### src/rtl/pmci_spi_csr_seq.sv
// Sequencer turning single-word flash requests into the PMCI SPI bridge CSR transaction
// sequence (address, data, command, busy polling, data read) with timeout and error reporting.
module pmci_spi_csr_seq #(
  parameter logic [31:0] SPI_BA   = 32'h20400,
  parameter int unsigned POLL_GAP = 8,
  parameter int unsigned POLL_MAX = 1024
) (
  input  logic        clk,
  input  logic        rst,
  input  logic        req_valid,
  output logic        req_ready,
  input  logic        req_write,
  input  logic [31:0] req_addr,
  input  logic [31:0] req_wdata,
  output logic        rsp_valid,
  output logic [31:0] rsp_rdata,
  output logic        rsp_err,
  output logic [31:0] avmm_address,
  output logic        avmm_write,
  output logic        avmm_read,
  output logic [31:0] avmm_writedata,
  input  logic        avmm_waitrequest,
  input  logic [31:0] avmm_readdata,
  input  logic        avmm_readdatavalid
);

  typedef enum logic [3:0] {
    StIdle,
    StWrAr,
    StWrDr,
    StWrCmd,
    StPollRd,
    StPollWait,
    StPollGap,
    StRdData,
    StRdWait,
    StResp
  } state_e;

  localparam logic [31:0] AddrCsr  = SPI_BA;
  localparam logic [31:0] AddrAr   = SPI_BA + 32'h4;
  localparam logic [31:0] AddrRdDr = SPI_BA + 32'h8;
  localparam logic [31:0] AddrWrDr = SPI_BA + 32'hC;
  localparam logic [7:0]  GapLast  = 8'(POLL_GAP - 1);
  localparam logic [15:0] PollMax  = 16'(POLL_MAX);

  state_e      state_q, state_d;
  logic        write_q, write_d;
  logic [31:0] wdata_q, wdata_d;
  logic        err_q, err_d;
  logic [31:0] rdata_q, rdata_d;
  logic [15:0] poll_cnt_q, poll_cnt_d;
  logic [7:0]  gap_cnt_q, gap_cnt_d;
  logic [31:0] av_addr_q, av_addr_d;
  logic [31:0] av_wdata_q, av_wdata_d;
  logic        av_write_q, av_write_d;
  logic        av_read_q, av_read_d;
  logic        rsp_valid_q, rsp_valid_d;
  logic [31:0] rsp_rdata_q, rsp_rdata_d;
  logic        rsp_err_q, rsp_err_d;

  always_comb begin
    state_d     = state_q;
    write_d     = write_q;
    wdata_d     = wdata_q;
    err_d       = err_q;
    rdata_d     = rdata_q;
    poll_cnt_d  = poll_cnt_q;
    gap_cnt_d   = gap_cnt_q;
    av_addr_d   = av_addr_q;
    av_wdata_d  = av_wdata_q;
    av_write_d  = av_write_q;
    av_read_d   = av_read_q;
    rsp_valid_d = 1'b0;
    rsp_rdata_d = rsp_rdata_q;
    rsp_err_d   = rsp_err_q;

    // Each transition into a command state loads that state's command, so strobes are registered.
    case (state_q)
      StIdle: begin
        if (req_valid) begin
          write_d    = req_write;
          wdata_d    = req_wdata;
          err_d      = 1'b0;
          rdata_d    = 32'h0;
          state_d    = StWrAr;
          av_write_d = 1'b1;
          av_read_d  = 1'b0;
          av_addr_d  = AddrAr;
          av_wdata_d = req_addr;
        end
      end
      StWrAr: begin
        if (!avmm_waitrequest) begin
          av_write_d = 1'b1;
          if (write_q) begin
            state_d    = StWrDr;
            av_addr_d  = AddrWrDr;
            av_wdata_d = wdata_q;
          end else begin
            state_d    = StWrCmd;
            av_addr_d  = AddrCsr;
            av_wdata_d = 32'h2;
          end
        end
      end
      StWrDr: begin
        if (!avmm_waitrequest) begin
          state_d    = StWrCmd;
          av_addr_d  = AddrCsr;
          av_wdata_d = 32'h1;
        end
      end
      StWrCmd: begin
        if (!avmm_waitrequest) begin
          state_d    = StPollRd;
          av_write_d = 1'b0;
          av_read_d  = 1'b1;
          av_addr_d  = AddrCsr;
          poll_cnt_d = 16'h0;
        end
      end
      StPollRd: begin
        if (!avmm_waitrequest) begin
          state_d    = StPollWait;
          av_read_d  = 1'b0;
          poll_cnt_d = poll_cnt_q + 16'd1;
        end
      end
      StPollWait: begin
        if (avmm_readdatavalid) begin
          if (avmm_readdata[2]) begin
            if (poll_cnt_q == PollMax) begin
              err_d   = 1'b1;
              state_d = StResp;
            end else begin
              gap_cnt_d = 8'h0;
              state_d   = StPollGap;
            end
          end else if (avmm_readdata[3]) begin
            err_d   = 1'b1;
            state_d = StResp;
          end else if (write_q) begin
            state_d = StResp;
          end else begin
            state_d   = StRdData;
            av_read_d = 1'b1;
            av_addr_d = AddrRdDr;
          end
        end
      end
      StPollGap: begin
        if (gap_cnt_q == GapLast) begin
          state_d   = StPollRd;
          av_read_d = 1'b1;
          av_addr_d = AddrCsr;
        end else begin
          gap_cnt_d = gap_cnt_q + 8'd1;
        end
      end
      StRdData: begin
        if (!avmm_waitrequest) begin
          state_d   = StRdWait;
          av_read_d = 1'b0;
        end
      end
      StRdWait: begin
        if (avmm_readdatavalid) begin
          rdata_d = avmm_readdata;
          state_d = StResp;
        end
      end
      StResp: begin
        rsp_valid_d = 1'b1;
        rsp_err_d   = err_q;
        rsp_rdata_d = err_q ? 32'h0 : rdata_q;
        state_d     = StIdle;
      end
      default: state_d = StIdle;
    endcase
  end

  always_ff @(posedge clk) begin
    if (rst) begin
      state_q     <= StIdle;
      write_q     <= 1'b0;
      wdata_q     <= 32'h0;
      err_q       <= 1'b0;
      rdata_q     <= 32'h0;
      poll_cnt_q  <= 16'h0;
      gap_cnt_q   <= 8'h0;
      av_addr_q   <= 32'h0;
      av_wdata_q  <= 32'h0;
      av_write_q  <= 1'b0;
      av_read_q   <= 1'b0;
      rsp_valid_q <= 1'b0;
      rsp_rdata_q <= 32'h0;
      rsp_err_q   <= 1'b0;
    end else begin
      state_q     <= state_d;
      write_q     <= write_d;
      wdata_q     <= wdata_d;
      err_q       <= err_d;
      rdata_q     <= rdata_d;
      poll_cnt_q  <= poll_cnt_d;
      gap_cnt_q   <= gap_cnt_d;
      av_addr_q   <= av_addr_d;
      av_wdata_q  <= av_wdata_d;
      av_write_q  <= av_write_d;
      av_read_q   <= av_read_d;
      rsp_valid_q <= rsp_valid_d;
      rsp_rdata_q <= rsp_rdata_d;
      rsp_err_q   <= rsp_err_d;
    end
  end

  // Gating with rst drops a request presented in a reset cycle.
  assign req_ready      = (state_q == StIdle) && !rst;
  assign rsp_valid      = rsp_valid_q;
  assign rsp_rdata      = rsp_rdata_q;
  assign rsp_err        = rsp_err_q;
  assign avmm_address   = av_addr_q;
  assign avmm_writedata = av_wdata_q;
  assign avmm_write     = av_write_q;
  assign avmm_read      = av_read_q;

endmodule

### config.mk
export PLATFORM = sky130hd
export DESIGN_NAME = pmci_spi_csr_seq
export DESIGN_NICKNAME = d
export VERILOG_FILES = /design/src/rtl/pmci_spi_csr_seq.sv
export SDC_FILE = /design/constraint.sdc
export NUM_CORES = 1
export LEC_CHECK = 0
export BUFFER_PORTS_ARGS = -buffer_cell sky130_fd_sc_hd__buf_2
export CELL_PAD_IN_SITES_DETAIL_PLACEMENT = 1
export CELL_PAD_IN_SITES_GLOBAL_PLACEMENT = 1
export CORE_ASPECT_RATIO = 1.4
export CORE_MARGIN = 4
export CORE_UTILIZATION = 41
export DETAILED_ROUTE_END_ITERATION = 6
export PLACE_DENSITY_LB_ADDON = 0.1
export SLEW_MARGIN = 20
export SYNTH_ARGS = -nofsm -noshare
export SYNTH_HDL_FRONTEND = slang
export SYNTH_SLANG_ARGS = --single-unit
### constraint.sdc
create_clock -name clk -period 4.85 [get_ports clk]
set_input_delay 0.97 -clock clk [delete_from_list [all_inputs] [get_ports clk]]
set_output_delay 0.97 -clock clk [all_outputs]
set_load 0.05 [all_outputs]
; Word level (Yosys, flattened, before mapping)
; Cells that the tools add are included.
[totals]
regBits = 194
[classes]
addsub = 2
n_eq_ne = 30
muxes = 59
reduce_logical = 23
[ops]
columns = op, count
row1 = 32-bit 2-to-1 mux, 15
row2 = 32-bit case mux with 5 select lines, 1
row3 = 32-bit case mux with 3 select lines, 1
row4 = 32-bit case mux with 2 select lines, 1
row5 = 4-bit 2-to-1 mux, 14
row6 = 4-bit case mux with 9 select lines, 1
row7 = 2-bit inequality test (second input constant), 17
row8 = 16-bit 2-to-1 mux, 2
row9 = 8-bit 2-to-1 mux, 4
row10 = 16-bit case mux with 2 select lines, 1
row11 = 9-bit AND reduction, 3
row12 = 16-bit by 1-bit adder with 16-bit output (second input constant), 1
row13 = 16-bit by 11-bit equality test with 1-bit output (second input constant), 1
row14 = 4-bit by 3-bit equality test with 1-bit output (second input constant), 4
row15 = 8-bit case mux with 2 select lines, 1
row16 = 1-bit 2-to-1 mux, 15
row17 = 5-bit AND reduction, 2
row18 = 5-bit nonzero test, 2
row19 = 8-bit by 1-bit adder with 8-bit output (second input constant), 1
row20 = 4-bit by 2-bit equality test with 1-bit output (second input constant), 2
row21 = 4-bit equality test (second input constant), 2
row22 = 8-bit by 3-bit equality test with 1-bit output (second input constant), 1
row23 = 4-bit AND reduction, 2
row24 = 2-bit nonzero test, 4
row25 = 12 further kinds, 16

; Longest topological paths before layout
[depth]
word_depth = 5
mapped_depth = 8

; Worst setup path before layout
; OpenSTA, ideal clock, no wires.
[synth_timing]
path_kind = input port to output port
startpoint = in rst
endpoint = out req_ready
arrival_ns = 2.040
t_required_ns = 3.880
path_slack_ns = 1.840
stages = 3
cell_sequence = clkbuf_1 buf_1 nor2_1
[synth_between]
elab_chain_len = 2
[synth_rtl]
columns = item, line
row1 = "start, declared", 9  ; input logic rst,
row2 = 1-bit logical NOT, 218  ; assign req_ready = (state_q == StIdle) && !rst;
row3 = 1-bit logical AND, 218
row4 = "end, declared", 11  ; output logic req_ready,
; Every way passes these cells.

; Worst setup path after layout
[layout_timing]
startpoint = reg state_q[1]
endpoint = reg av_wdata_q[12] (netlist: avmm_writedata[12])
[layout_between]
elab_chain_len = 3
[layout_rtl]
columns = item, line
row1 = "start, declared", 47  ; state_e state_q, state_d;
row2 = "start signal, assigned", 185  ; state_q <= StIdle;
row3 = "start signal, assigned", 200  ; state_q <= state_d;
row4 = 4-bit by 1-bit equality test with 1-bit output (tied with other cells), 79  ; case (state_q)
row5 = 2-bit inequality test (no source line) / 3-bit nonzero test (equally long branches), --
row6 = 4-bit AND reduction (no source line), --
row7 = "end signal, assigned", 208  ; av_wdata_q <= av_wdata_d;
row8 = "end, declared", 55  ; logic [31:0] av_wdata_q, av_wdata_d;
; Parallel ways exist; a longest one is shown, timed or not.
; A chain may end at the register's enable or synchronous reset.

==> summary.txt <==
Run status
  – Status: finished clean

Place
  – Hpwl dp: 14.1 mm
  – I/O Buffers: 174
  – Placed cell area: 0.00809 mm^2
  – Final Wtd Congestion: 0.777

Critical path
  – Critical Path RT: 5190 ps
  – Worst R2R Setup Slack: 1770 ps
  – Critical R2R Launch: state_q[1]$_SDFFE_PP0P_
  – FF-to-FF End: avmm_writedata[12]$_SDFFE_PP0P_
  – Worst EP arrival: 3420 ps
  – Crit path to: avmm_writedata[12]$_SDFFE_PP0P_
  – R2R depth: 7
  – WS Path Type: reg2reg
  – Startpoint Class: flip-flop
  – Worst setup path start: state_q[1]$_SDFFE_PP0P_
  – Crit end category: flip-flop
  – Crit path max fanout: 43

Timing
  – Fmax: 0.325 GHz
  – RSZ-0062 raised after global routing: false
  – Final min period: 3080 ps
  – Final Max Tran Viols: 0
  – Hold WS: 446 ps
  – Final setup viols: 0
  – Setup Skew: 10.3 ps
  – Fin crit share: 0.635
  – Hold Vio Cnt, Final: 0
  – TNS Setup: 0 ps
  – Worst Tran Pin Value: 1040 ps
  – Rel. slew slack: 0.302

Clocking
  – Hold buffer count at CTS: 0
  – CTS Buffer Depth: 2
  – Clock latency on the worst-skew pair: 430 ps
  – Root cell of the clock tree: clkbuf_16
  – Post-cts sizing count: 0
  – CTS clock-pin slew for the worst setup and hold paths: 70 ps
  – H-Tree Depth: 4
  – CTS tree: built
  – CTS sink cnt: 165
  – Setup repair bufs after CTS: 0
  – CTS Buf Count: 17

Pwr
  – Power per cell area: 572 mW/mm^2
  – Total power draw: 4.97 mW
  – Maximum VDD drop: 212 uV
  – Leak: 3.47 nW

Detailed routing
  – Via/cell ratio: 5.16
  – Initial DRC Count: 286
  – ANT nets after route: 0
  – Drt drc: 0
  – DRT Pass-1 Iters: 4
  – Final WL: 20.6 mm
  – Total number of vias: 6471
  – Routed len/inst: 16.5 um

Synthesis
  – FFs w/ async S/R, synth: 0
  – Mapped Area: 0.00726 mm^2
  – Syn Inst Count: 865
  – Post-synth top area share: 0.455
  – Synth warn: 0
  – Register bit total from synthesis: 165
  – Number of flops mapped to enable cells by yosys: 0
  – Post-synthesis sequential area ratio: 0.455
  – Average size of a mapped cell: 8.39 um^2
  – Synth top area cells: dfxtp_1 45%, a21oi_1 7.8%, nand2_1 6.2%
  – Synth unique cells: 61
  – Most common flop cell mapped by yosys: dfxtp_1
  – Synth area leader: dfxtp_1

GRT
  – Initial antenna violation count: 0
  – Tot GR Track Use: 0.205
  – First-pass GRT wire length: 32.9 mm
  – Via count of the first global-routing pass: 6519
  – GRT overflow: 0
  – Largest net degree at the start of global routing: 75

Floorplanning
  – Die width: 120 um
  – Core ar.: 0.0174 mm^2
  – Starting Density: 0.417
  – Row count: 57
  – Die height: 165 um
  – IO Count: 203
  – Die area: 0.0199 mm^2

Hold path
  – Min-Delay Path Class: reg2reg

Finish
  – Fin nets: 1109
  – Antenna Cells: 0
  – Final instance area: 0.00869 mm^2
  – Proportion of layout cells with a drive suffix above 1: 0.246
  – Area Overhead vs Synth: 19.7%

Run
  – Max capacitance violation total: 0
-- worst min path at each step --
stage | startpoint | end | slack, ps | cells after the start
6_report | rdata_q[18]$_SDFFE_PP0P_ | rdata_q[18]$_SDFFE_PP0P_ | 450 | 2
5_1_grt | wdata_q[27]$_SDFFE_PP0P_ | wdata_q[27]$_SDFFE_PP0P_ | 470 | 2
4_1_cts | rdata_q[13]$_SDFFE_PP0P_ | rdata_q[13]$_SDFFE_PP0P_ | 450 | 2
3_5_place_dp | rdata_q[13]$_SDFFE_PP0P_ | rdata_q[13]$_SDFFE_PP0P_ | 440 | 2
3_3_place_gp | rdata_q[11]$_SDFFE_PP0P_ | rdata_q[11]$_SDFFE_PP0P_ | 430 | 2
2_1_floorplan | rdata_q[0]$_SDFFE_PP0P_ | rdata_q[0]$_SDFFE_PP0P_ | 430 | 2
-- cell usage after synthesis (4+ instances only) --
master and n:
buf_2 18, clkbuf_1 34, a31oi_1 5, a211oi_1 22, a21oi_1 113, o21ai_0 16, nand3_1 41, nand4_1 7
nor3_1 9, nand2_1 119, nor2_1 95, buf_4 34, a22oi_1 32, or3_1 9, nand2b_1 6, nor3b_1 32
o211ai_1 5, buf_6 6, inv_1 12, and3_1 4, a211oi_2 11, xor2_1 9, xnor2_1 6, dfxtp_1 165
-- final cells by class --
type / count / area (um^2)
clock inverters: 14 / 164
flip-flops and latches: 165 / 3300
clock buffers: 18 / 439
repair buffers: 188 / 978
inverters: 12 / 45.0
multi-input cells: 620 / 3470
well taps: 236 / 295
fillers: 2203 / 8710
-- cell usage in the layout, fill, tap and decap left out, drive strengths merged, types with 3 or more instances in the layout --
master and instances:
dfxtp 165, nor2 95, o211ai 5, ha 3, inv 20, xnor2 6
xor2 9, and3 4, o21ai 17, nand4 7, nand3 41, clkbuf 18
a21oi 114, clkinv 3, o2111ai 3, and2 3, nand2 119, mux2i 3
a22oi 32, conb 28, a31oi 5, nor3b 33, a211oi 33, or3 9
nand2b 6, nor2b 4, nor4b 4, nor3 9, buf 188
-- critical path, cell delays in order, from the launching register on --
cell      delay, ps
dfxtp_1         870
xor2_1          210
nand2_1          70
buf_4           270
o21ai_4         840
buf_4           420
nor2_1           90
a211oi_2        200
-- power by group --
part	switching, mW	leakage [nW]	total (mW)	internal (mW)
Combinational	1.37	1.83	1.88	0.508
Sequential	0.152	1.34	1.71	1.56
Clock	0.594	0.298	1.38	0.790
Total	2.12	3.47	4.97	2.86
-- cells by family (layout without fill, tap and decap cells) --
family                     Yosys count  in the layout  share of synthesized area
AOI/OAI and AO/OA                  227            227                      0.207
xor gates and xnor gates            15             15                     0.0181
adders and majority gates            3              3                    0.00517
buffers and inverters              107            232                     0.0822
DFF                                165            165                      0.455
muxes                                3              3                    0.00414
other                                1             28                   0.000516
and+or+nand+nor                    344            344                      0.228
-- metal layers --
layer | global-route usage | share of wire | up-vias
li1 | - | - | 3253
met1 | 0.236 | 0.41 | 3044
met2 | 0.369 | 0.51 | 154
met3 | 0.0610 | 0.061 | 20
met4 | 0.0577 | 0.013 | 0
met5 | 0 | 0 | -
-- state kept, by name, indices dropped and copies added, names as in the netlist, 3 cells and up --
| name | count |
|---|---|
| state_q | 4 |
| rsp_rdata | 32 |
| avmm_address | 3 |
| gap_cnt_q | 8 |
| wdata_q | 32 |
| rdata_q | 32 |
| avmm_writedata | 32 |
| poll_cnt_q | 16 |
-- stage by stage --
stage | cells | utilization | worst slack [ps]
detailed placement | 1221 | 0.465 | 1750
global route | 1253 | 0.499 | 1440
global placement | 1221 | 0.465 | 1820
CTS | 1253 | 0.499 | 1750
floorplan | 892 | - | 1840
finish | 1253 | 0.499 | 1770
No activity file was read; power rests on OpenSTA's default activity.
